## src/rtl/pipe_scheduler_if.sv

```systemverilog
// rtl/pipe_scheduler_if.sv - control and pipe-position bundle between game logic and the pipe scheduler
interface pipe_scheduler_if;
    logic       Start;
    logic       Lost;
    logic [9:0] PipePosX1;
    logic [9:0] PipePosY1;
    logic [9:0] PipePosX2;
    logic [9:0] PipePosY2;
    logic       Pipe2Active;
    logic       Running;
    logic       ScorePulse;

    // game side: issues start/lost, observes pipe state
    modport master (
        output Start, Lost,
        input  PipePosX1, PipePosY1, PipePosX2, PipePosY2,
        input  Pipe2Active, Running, ScorePulse
    );

    // scheduler side
    modport slave (
        input  Start, Lost,
        output PipePosX1, PipePosY1, PipePosX2, PipePosY2,
        output Pipe2Active, Running, ScorePulse
    );
endinterface

```

## src/rtl/pipe_scheduler.sv

```systemverilog
// rtl/pipe_scheduler.sv - game phase FSM, scroll tick divider and two-slot pipe mover
module pipe_scheduler #(
    parameter int SCREEN_W = 800,
    parameter int TICK_DIV = 500000,
    parameter int SPAWN_X  = 288,
    parameter int BIRD_X   = 100,
    parameter int GAP_MIN  = 50,
    parameter int GAP_STEP = 50
) (
    input  logic               Clk,
    input  logic               Reset,
    pipe_scheduler_if.slave    bus
);

    localparam int          CNT_W     = $clog2(TICK_DIV);
    localparam logic [CNT_W-1:0] TICK_LAST = CNT_W'(TICK_DIV - 1);
    localparam logic [9:0]  X_START   = 10'(SCREEN_W);
    localparam logic [9:0]  X_ACT     = 10'(SPAWN_X);
    localparam logic [9:0]  X_BIRD    = 10'(BIRD_X);
    localparam logic [9:0]  Y_RESET   = 10'(GAP_MIN + 4 * GAP_STEP);
    localparam logic [15:0] LFSR_SEED = 16'hACE1;
    localparam logic [15:0] LFSR_MASK = 16'hB400;

    typedef enum logic [1:0] {
        ST_IDLE = 2'd0,
        ST_RUN  = 2'd1,
        ST_LOST = 2'd2
    } state_t;

    state_t           state, state_nxt;
    logic [CNT_W-1:0] cnt, cnt_nxt;
    logic [15:0]      lfsr, lfsr_nxt;
    logic [9:0]       x1, x1_nxt, y1, y1_nxt;
    logic [9:0]       x2, x2_nxt, y2, y2_nxt;
    logic             act, act_nxt;
    logic             running_q;
    logic             score_q, score_nxt;
    logic             tick;

    // Gap height for a 3-bit random code; wraps at 10 bits like the position bus
    function automatic logic [9:0] gap_y(input logic [2:0] code);
        gap_y = 10'(GAP_MIN + GAP_STEP * int'(code));
    endfunction

    // Next-state, tick divider, pipe movement and score decision
    always_comb begin
        state_nxt = state;
        cnt_nxt   = cnt;
        x1_nxt    = x1;
        y1_nxt    = y1;
        x2_nxt    = x2;
        y2_nxt    = y2;
        act_nxt   = act;
        score_nxt = 1'b0;
        tick      = 1'b0;
        lfsr_nxt  = {1'b0, lfsr[15:1]} ^ (lfsr[0] ? LFSR_MASK : 16'h0000);

        unique case (state)
            ST_IDLE: begin
                if (bus.Start) begin
                    state_nxt = ST_RUN;
                    y1_nxt    = gap_y(lfsr[2:0]);
                    x1_nxt    = X_START;
                    cnt_nxt   = '0;
                end
            end
            ST_RUN: begin
                // Lost freezes everything this cycle, including a pending tick
                if (bus.Lost) begin
                    state_nxt = ST_LOST;
                end else begin
                    tick    = (cnt == TICK_LAST);
                    cnt_nxt = tick ? '0 : cnt + 1'b1;
                    if (tick) begin
                        if (x1 == 10'd0) begin
                            x1_nxt = X_START;
                            y1_nxt = gap_y(lfsr[2:0]);
                        end else begin
                            x1_nxt = x1 - 10'd1;
                        end
                        // pipe 2 joins on the tick that lands pipe 1 on the spawn column
                        if (x1_nxt == X_ACT) begin
                            act_nxt = 1'b1;
                        end
                        // uses the pre-tick flag so pipe 2 waits one more tick
                        if (act) begin
                            if (x2 == 10'd0) begin
                                x2_nxt = X_START;
                                y2_nxt = gap_y(lfsr[5:3]);
                            end else begin
                                x2_nxt = x2 - 10'd1;
                            end
                        end
                        // a single strobe even if both pipes pass together
                        score_nxt = (x1 == X_BIRD) || (act && (x2 == X_BIRD));
                    end
                end
            end
            ST_LOST: begin
                if (bus.Start) begin
                    state_nxt = ST_IDLE;
                    cnt_nxt   = '0;
                    x1_nxt    = X_START;
                    y1_nxt    = Y_RESET;
                    x2_nxt    = X_START;
                    y2_nxt    = Y_RESET;
                    act_nxt   = 1'b0;
                end
            end
            default: begin
                state_nxt = ST_IDLE;
            end
        endcase
    end

    // State and datapath registers; the LFSR free-runs in every state
    always_ff @(posedge Clk or posedge Reset) begin
        if (Reset) begin
            state     <= ST_IDLE;
            cnt       <= '0;
            lfsr      <= LFSR_SEED;
            x1        <= X_START;
            y1        <= Y_RESET;
            x2        <= X_START;
            y2        <= Y_RESET;
            act       <= 1'b0;
            running_q <= 1'b0;
            score_q   <= 1'b0;
        end else begin
            state     <= state_nxt;
            cnt       <= cnt_nxt;
            lfsr      <= lfsr_nxt;
            x1        <= x1_nxt;
            y1        <= y1_nxt;
            x2        <= x2_nxt;
            y2        <= y2_nxt;
            act       <= act_nxt;
            running_q <= (state_nxt == ST_RUN);
            score_q   <= score_nxt;
        end
    end

    assign bus.PipePosX1   = x1;
    assign bus.PipePosY1   = y1;
    assign bus.PipePosX2   = x2;
    assign bus.PipePosY2   = y2;
    assign bus.Pipe2Active = act;
    assign bus.Running     = running_q;
    assign bus.ScorePulse  = score_q;

endmodule

```

## src/flat_wrapper.sv

```systemverilog
// flat-port wrapper written by rule: the top's interface ports become plain ports
module pipe_scheduler_flat 
#(
    parameter int SCREEN_W = 800,
    parameter int TICK_DIV = 500000,
    parameter int SPAWN_X  = 288,
    parameter int BIRD_X   = 100,
    parameter int GAP_MIN  = 50,
    parameter int GAP_STEP = 50
)
  (Clk, Reset, bus_Start, bus_Lost, bus_PipePosX1, bus_PipePosY1, bus_PipePosX2, bus_PipePosY2, bus_Pipe2Active, bus_Running, bus_ScorePulse);
  pipe_scheduler_if bus_i ();
  input  logic Clk;
  input  logic Reset;
  input wire logic [$bits(bus_i.Start)-1:0] bus_Start;
  input wire logic [$bits(bus_i.Lost)-1:0] bus_Lost;
  output wire logic [$bits(bus_i.PipePosX1)-1:0] bus_PipePosX1;
  output wire logic [$bits(bus_i.PipePosY1)-1:0] bus_PipePosY1;
  output wire logic [$bits(bus_i.PipePosX2)-1:0] bus_PipePosX2;
  output wire logic [$bits(bus_i.PipePosY2)-1:0] bus_PipePosY2;
  output wire logic [$bits(bus_i.Pipe2Active)-1:0] bus_Pipe2Active;
  output wire logic [$bits(bus_i.Running)-1:0] bus_Running;
  output wire logic [$bits(bus_i.ScorePulse)-1:0] bus_ScorePulse;
  assign bus_i.Start = bus_Start;
  assign bus_i.Lost = bus_Lost;
  assign bus_PipePosX1 = bus_i.PipePosX1;
  assign bus_PipePosY1 = bus_i.PipePosY1;
  assign bus_PipePosX2 = bus_i.PipePosX2;
  assign bus_PipePosY2 = bus_i.PipePosY2;
  assign bus_Pipe2Active = bus_i.Pipe2Active;
  assign bus_Running = bus_i.Running;
  assign bus_ScorePulse = bus_i.ScorePulse;
  pipe_scheduler #(.SCREEN_W(SCREEN_W), .TICK_DIV(TICK_DIV), .SPAWN_X(SPAWN_X), .BIRD_X(BIRD_X), .GAP_MIN(GAP_MIN), .GAP_STEP(GAP_STEP)) u_core (.Clk(Clk), .Reset(Reset), .bus(bus_i));
endmodule
```

## config.mk

```make
export PLATFORM = sky130hd
export DESIGN_NAME = pipe_scheduler_flat
export DESIGN_NICKNAME = d
export VERILOG_FILES = /design/src/rtl/pipe_scheduler_if.sv /design/src/rtl/pipe_scheduler.sv /design/src/flat_wrapper.sv
export SDC_FILE = /design/constraint.sdc
export NUM_CORES = 1
export LEC_CHECK = 0
export BUFFER_PORTS_ARGS = -buffer_cell sky130_fd_sc_hd__clkbuf_2
export CAP_MARGIN = 40
export CORE_MARGIN = 2
export CORE_UTILIZATION = 28
export DETAILED_ROUTE_END_ITERATION = 7
export PLACE_DENSITY = 0.46
export SYNTH_ARGS = -nofsm -noshare
export SYNTH_HDL_FRONTEND = slang
export SYNTH_SLANG_ARGS = --single-unit
export TNS_END_PERCENT = 20
```

## constraint.sdc

```tcl
create_clock -name Clk -period 2.4 [get_ports Clk]
set_input_delay 0.48 -clock Clk [delete_from_list [all_inputs] [get_ports Clk]]
set_output_delay 0.48 -clock Clk [all_outputs]
set_load 0.02 [all_outputs]
```

# Word-level counts from Yosys, hierarchy flattened
# Index checks and enable logic that the tools add are counted.
[word_totals]
input_bits = 4
ff_bits = 80
[classes]
eq_ne = 16
reduce_logical = 15
n_addsub = 5
mul = 2
bitwise_logic = 1
muxes = 41
[op_table]
columns = ["cell", "n"]
rows = [
  ["10-bit 2-to-1 mux", 20],
  ["10-bit one-hot mux with 2 select lines", 3],
  ["19-bit 2-to-1 mux", 3],
  ["19-bit one-hot mux with 2 select lines", 1],
  ["10-bit one-hot mux with 3 select lines", 1],
  ["7-bit by 10-bit adder with 10-bit output, first input constant", 2],
  ["10-bit by 7-bit equality test with 1-bit output, second input constant", 2],
  ["10-bit zero test", 2],
  ["10-bit by 1-bit subtractor with 10-bit output, second input constant", 2],
  ["19-bit by 1-bit adder with 19-bit output, second input constant", 1],
  ["19-bit equality test, second input constant", 1],
  ["5-bit by 3-bit multiplier with 8-bit output, first input constant", 2],
  ["16-bit 2-to-1 mux", 1],
  ["15-bit by 16-bit bitwise XOR with 16-bit output", 1],
  ["2-bit by 1-bit inequality test with 1-bit output, second input constant", 6],
  ["6-bit AND reduction", 2],
  ["10-bit by 9-bit equality test with 1-bit output, second input constant", 1],
  ["5-bit AND reduction", 2],
  ["1-bit 2-to-1 mux", 7],
  ["2-bit 2-to-1 mux", 3],
  ["2-bit inequality test, second input constant", 3],
  ["2-bit one-hot mux with 3 select lines", 1],
  ["2-bit by 1-bit equality test with 1-bit output, second input constant", 2],
  ["4-bit AND reduction", 1],
  ["9 further kinds", 10],
]

# Depth between registers and ports, before layout
[depth]
depth_word = 10
depth_mapped = 10
ltp_nobuf = 10

# Worst setup path after synthesis
# OpenSTA, ideal clock, no wires.
[synth_timing]
path_type = "flip-flop to flip-flop"
start = "reg u_core.x2[0] (netlist: u_core.bus.PipePosX2[0])"
end = "reg u_core.x2[9] (netlist: u_core.bus.PipePosX2[9])"
path_stages_with_launch = 8
path_slack_ps = 34
required_ps = 2323
arrival_ps = 2289
cell_sequence = "dfrtp_1 inv_1 ha_1 nor3b_1 a31oi_1 nand2_1 or4_1 a21o_1"
[synth_between]
elab_chain_len = 6
elab_cells_between_ends = 7
[synth_lines]
columns = ["element", "line", "source"]
rows = [
  ["start: declaration", "pipe_scheduler.sv:34", "logic [9:0] x2, x2_nxt, y2, y2_nxt;"],
  ["start signal: assignment", "pipe_scheduler.sv:135", "x2 <= x2_nxt;"],
  ["10-bit by 1-bit subtractor with 10-bit output / 10-bit zero test (equally long branches)", "pipe_scheduler.sv:91, pipe_scheduler.sv:87", ""],
  ["10-bit 2-to-1 mux (*)", "pipe_scheduler.sv:87", "if (x2 == 10'd0) begin"],
  ["10-bit 2-to-1 mux (*)", "pipe_scheduler.sv:86", "if (act) begin"],
  ["10-bit 2-to-1 mux (*)", "pipe_scheduler.sv:74", "if (tick) begin"],
  ["10-bit 2-to-1 mux (*)", "pipe_scheduler.sv:69", "if (bus.Lost) begin"],
  ["10-bit one-hot mux with 2 select lines (*)", "pipe_scheduler.sv:58", "unique case (state)"],
]
# Every way passes the cells marked *; elsewhere a longest branch is shown, timed or not. The select of a mux whose other input is x is not followed.
# A chain may end at the register's enable or synchronous reset.

# Final worst setup path
[layout_timing]
start = "reg u_core.cnt[5]"
end = "reg u_core.x1[7] (netlist: u_core.bus.PipePosX1[7])"
[layout_between]
elab_chain_len = 3
[layout_lines]
columns = ["element", "line", "source"]
rows = [
  ["start: declaration", "pipe_scheduler.sv:31", "logic [CNT_W-1:0] cnt, cnt_nxt;"],
  ["start signal: assignment", "pipe_scheduler.sv:131", "cnt <= cnt_nxt;"],
  ["19-bit equality test", "pipe_scheduler.sv:72", "tick = (cnt == TICK_LAST);"],
  ["2-bit by 1-bit inequality test with 1-bit output (no line)", "-", ""],
  ["4-bit AND reduction (no line)", "-", ""],
  ["end signal: assignment", "pipe_scheduler.sv:133", "x1 <= x1_nxt;"],
  ["end: declaration", "pipe_scheduler.sv:33", "logic [9:0] x1, x1_nxt, y1, y1_nxt;"],
]
# Every way passes these cells.

==> flow_summary_export.csv <==
group,metric,value,unit
drt,first_pass_iters,4,
synthesis,yosys.area_share.xor_xnor,0.0449,
clock_tree,cts.sinks,78,
clock_tree,cts_resized,0,
timing,rsz0062_at_grt,"false",
critical_path,r2r_setup_slack,0.13,ns
grt,grt_pass1_vias,3297,
cells_and_area,layout_common_cells,"dfrtp_1 (52), clkbuf_2 (44), nor2_1 (34)",
timing,period_needed,2.27,ns
timing,setup_viol,0,
cells_and_area,stdcell_area,5070,um^2
floorplan,fp-row-count,44,
critical_path,critPathCaptureType,"flop",
clock_tree,clock_latency,0.34,ns
run_status,status,"finished, final reports clean",
critical_path,slowest_delay,0.55,ns
placement,hpwl,6960,um
synthesis,synth_area_per_cell,10.1,um^2
timing,worst_pin_slew,0.618,ns
cells_and_area,drive_above_1_share,0.273,
floorplan,start_util,0.284,
placement,place_area,4770,um^2
synthesis,netlist_instances,406,
pwr,powerDensity,908,nW/um^2
clock_tree,cts_max_level,3,
drt,first_iter_violations,256,
synthesis,syn-cell-area,4090,um^2
worst_hold_path,hold_path_class,"in -> async",
drt,drc_errors,0,
synthesis,yosys.area_share.simple,0.204,
cells_and_area,fin_nets,504,
cells_and_area,regArea,1980,um^2
cells_and_area,fill_cells,1485,
floorplan,die_x,125,um
timing,period_share,0.946,
clock_tree,cts_tree,"done",
critical_path,crit_fanout,11,
grt,grt_max_degree,79,
pwr,peakVddDrop,0.315,mV
grt,track_usage,0.132,
cells_and_area,antenna_cells,0,
critical_path,worstPathRequired,2.62,ns
critical_path,arrival,2.49,ns
critical_path,rr_worst_depth,6,
clock_tree,clk_pin_slew,0.06,ns
synthesis,synth_top_family_by_area,"simple AND/OR/NAND/NOR gates",
placement,place.gp.congestion,0.852,
synthesis,ys_seq_area_frac,0.485,
grt,antenna_found_initial,0,
grt,grt-ovfl-total,0,
timing,timing.fmax,0.440,GHz
critical_path,start_kind,"flop",
clock_tree,numCtsBuffers,9,
critical_path,cp_cell_sequence,"or4_4, nor4b_4, a21oi_1, buf_12, or2_2, a211o_1",
synthesis,synth_compound_area_frac,0.142,
clock_tree,clk_path_buf_depth,2,
synthesis,synth_ff_type,"dfrtp_1",
run,drv_cap,0,
synthesis,synthAdderAreaFrac,0.0550,
floorplan,core,14400,um^2
floorplan,die_area,15600,um^2
synthesis,synth_edf_count,0,
timing,clock_skew,0.0111,ns
floorplan,io_pins,47,
clock_tree,post_cts.repair.setup_buffers,0,
cells_and_area,final_common_cell,"dfrtp_1",
drt,wl,9940,um
timing,drv_slew,0,
critical_path,slowest_stage,"or4_4",
drt,via_per_inst,4.87,
synthesis,ys_ff_latch,78,
grt,grt_pass1_wl,16500,um
drt,wl_per_cell,14.8,um
drt,ant_nets,0,
floorplan,die-height,125,um
cells_and_area,multiInputGateArea,1960,um^2
critical_path,path_class,"reg -> reg",
pwr,p_leak,2.29,nW
cells_and_area,area_growth,23.8,%
synthesis,synthArstFlopShare,1.00,
synthesis,synth_mux_area_frac,0.0318,
clock_tree,cts_hold_buf,0,
timing,slew_headroom,0.587,
timing,finalSetupTns,0,ns
synthesis,synth_warnings,0,
placement,numPortBuffers,44,
timing,final-hold-violation-count,0,
synthesis,synthDistinctLibCells,60,
clock_tree,root_buffer,"clkbuf_16",
drt,vias,3269,
cell families after synthesis:
kind of cell | after synthesis
AO/OA/AOI/OAI | 85
multiplexers | 12
XOR/XNOR | 21
AND/OR/NAND/NOR | 155
adder cells (fa/ha/maj) | 18
other | 1
flip-flops | 78
buffers and inverters | 36
Yosys cell counts, types with 7 or more instances:
| master | count | area (um^2) |
|---|---|---|
| nor3_1 | 17 | 85.1 |
| nor2_1 | 34 | 128 |
| a2bb2oi_1 | 7 | 61.3 |
| nand2_1 | 31 | 116 |
| nand3_1 | 20 | 100 |
| o21ai_0 | 11 | 55.1 |
| xnor2_1 | 17 | 149 |
| inv_1 | 27 | 101 |
| dfrtp_1 | 52 | 1300 |
| mux2_2 | 8 | 90.1 |
| a21oi_1 | 19 | 95.1 |
| dfstp_2 | 26 | 683 |
| ha_1 | 18 | 225 |
worst paths after layout:
kind                           startpoint                 endpoint
max                         u_core.cnt[5]  u_core.bus.PipePosX1[7]
min                                 Reset          u_core.state[1]
max reg2reg                 u_core.cnt[5]  u_core.bus.PipePosX1[7]
min reg2reg                u_core.lfsr[8]           u_core.lfsr[7]
max in group asynchronous           Reset  u_core.bus.PipePosX2[9]
min in group Clk           u_core.lfsr[8]           u_core.lfsr[7]
stage by stage:
step / std cells / util / hold WS (ns) / power (W) / setup slack [ns]
floorplan: 407 / - / 0.331 / 0.00267 / 0.0344
global placement: 655 / 0.331 / 0.335 / 0.00323 / 0.142
detailed placement: 655 / 0.331 / 0.340 / 0.00325 / 0.132
CTS: 671 / 0.351 / 0.255 / 0.00468 / 0.119
global route: 671 / 0.351 / 0.288 / 0.00491 / 0.0151
finish: 671 / 0.351 / 0.238 / 0.00460 / 0.129
state kept, by name, indices dropped and copies added (netlist names):
name,cells
u_core.bus.ScorePulse,1
u_core.bus.PipePosY1,9
u_core.bus.PipePosX1,10
u_core.bus.PipePosY2,9
u_core.bus.Running,1
u_core.state,2
u_core.bus.Pipe2Active,1
u_core.lfsr,16
u_core.cnt,19
u_core.bus.PipePosX2,10
worst max-delay path: cells and delay by family (launching register included):
family / cells / cell delay (ns)
buffers and inverters: 1 / 0.19
DFF: 1 / 0.37
AOI/OAI and AO/OA: 2 / 0.49
and+or+nand+nor: 3 / 1.11
report_power, final:
| group | internal [W] | switching (W) | total, W |
|---|---|---|---|
| clock network | 0.000814 | 0.000580 | 0.00139 |
| registers | 0.00159 | 0.000226 | 0.00181 |
| logic | 0.000580 | 0.000817 | 0.00140 |
| total | 0.00298 | 0.00162 | 0.00460 |
final cells by class:
| type | instances | area share |
|---|---|---|
| multi-input cells | 293 | 0.387 |
| repair buffers | 73 | 0.0962 |
| inverters | 27 | 0.0207 |
| clock inverters | 6 | 0.0136 |
| flip-flops and latches | 78 | 0.391 |
| clock buffers | 10 | 0.0452 |
| well taps | 184 | 0.0454 |
routing by layer:
layer | track usage | share of wire | vias up
met1 | 0.179 | 0.49 | 1588
met3 | 0.0348 | 0.041 | 16
met2 | 0.203 | 0.45 | 60
li1 | - | - | 1605
met5 | 0 | 0 | -
met4 | 0.0529 | 0.020 | 0
Power figures use the tool's default switching activity.
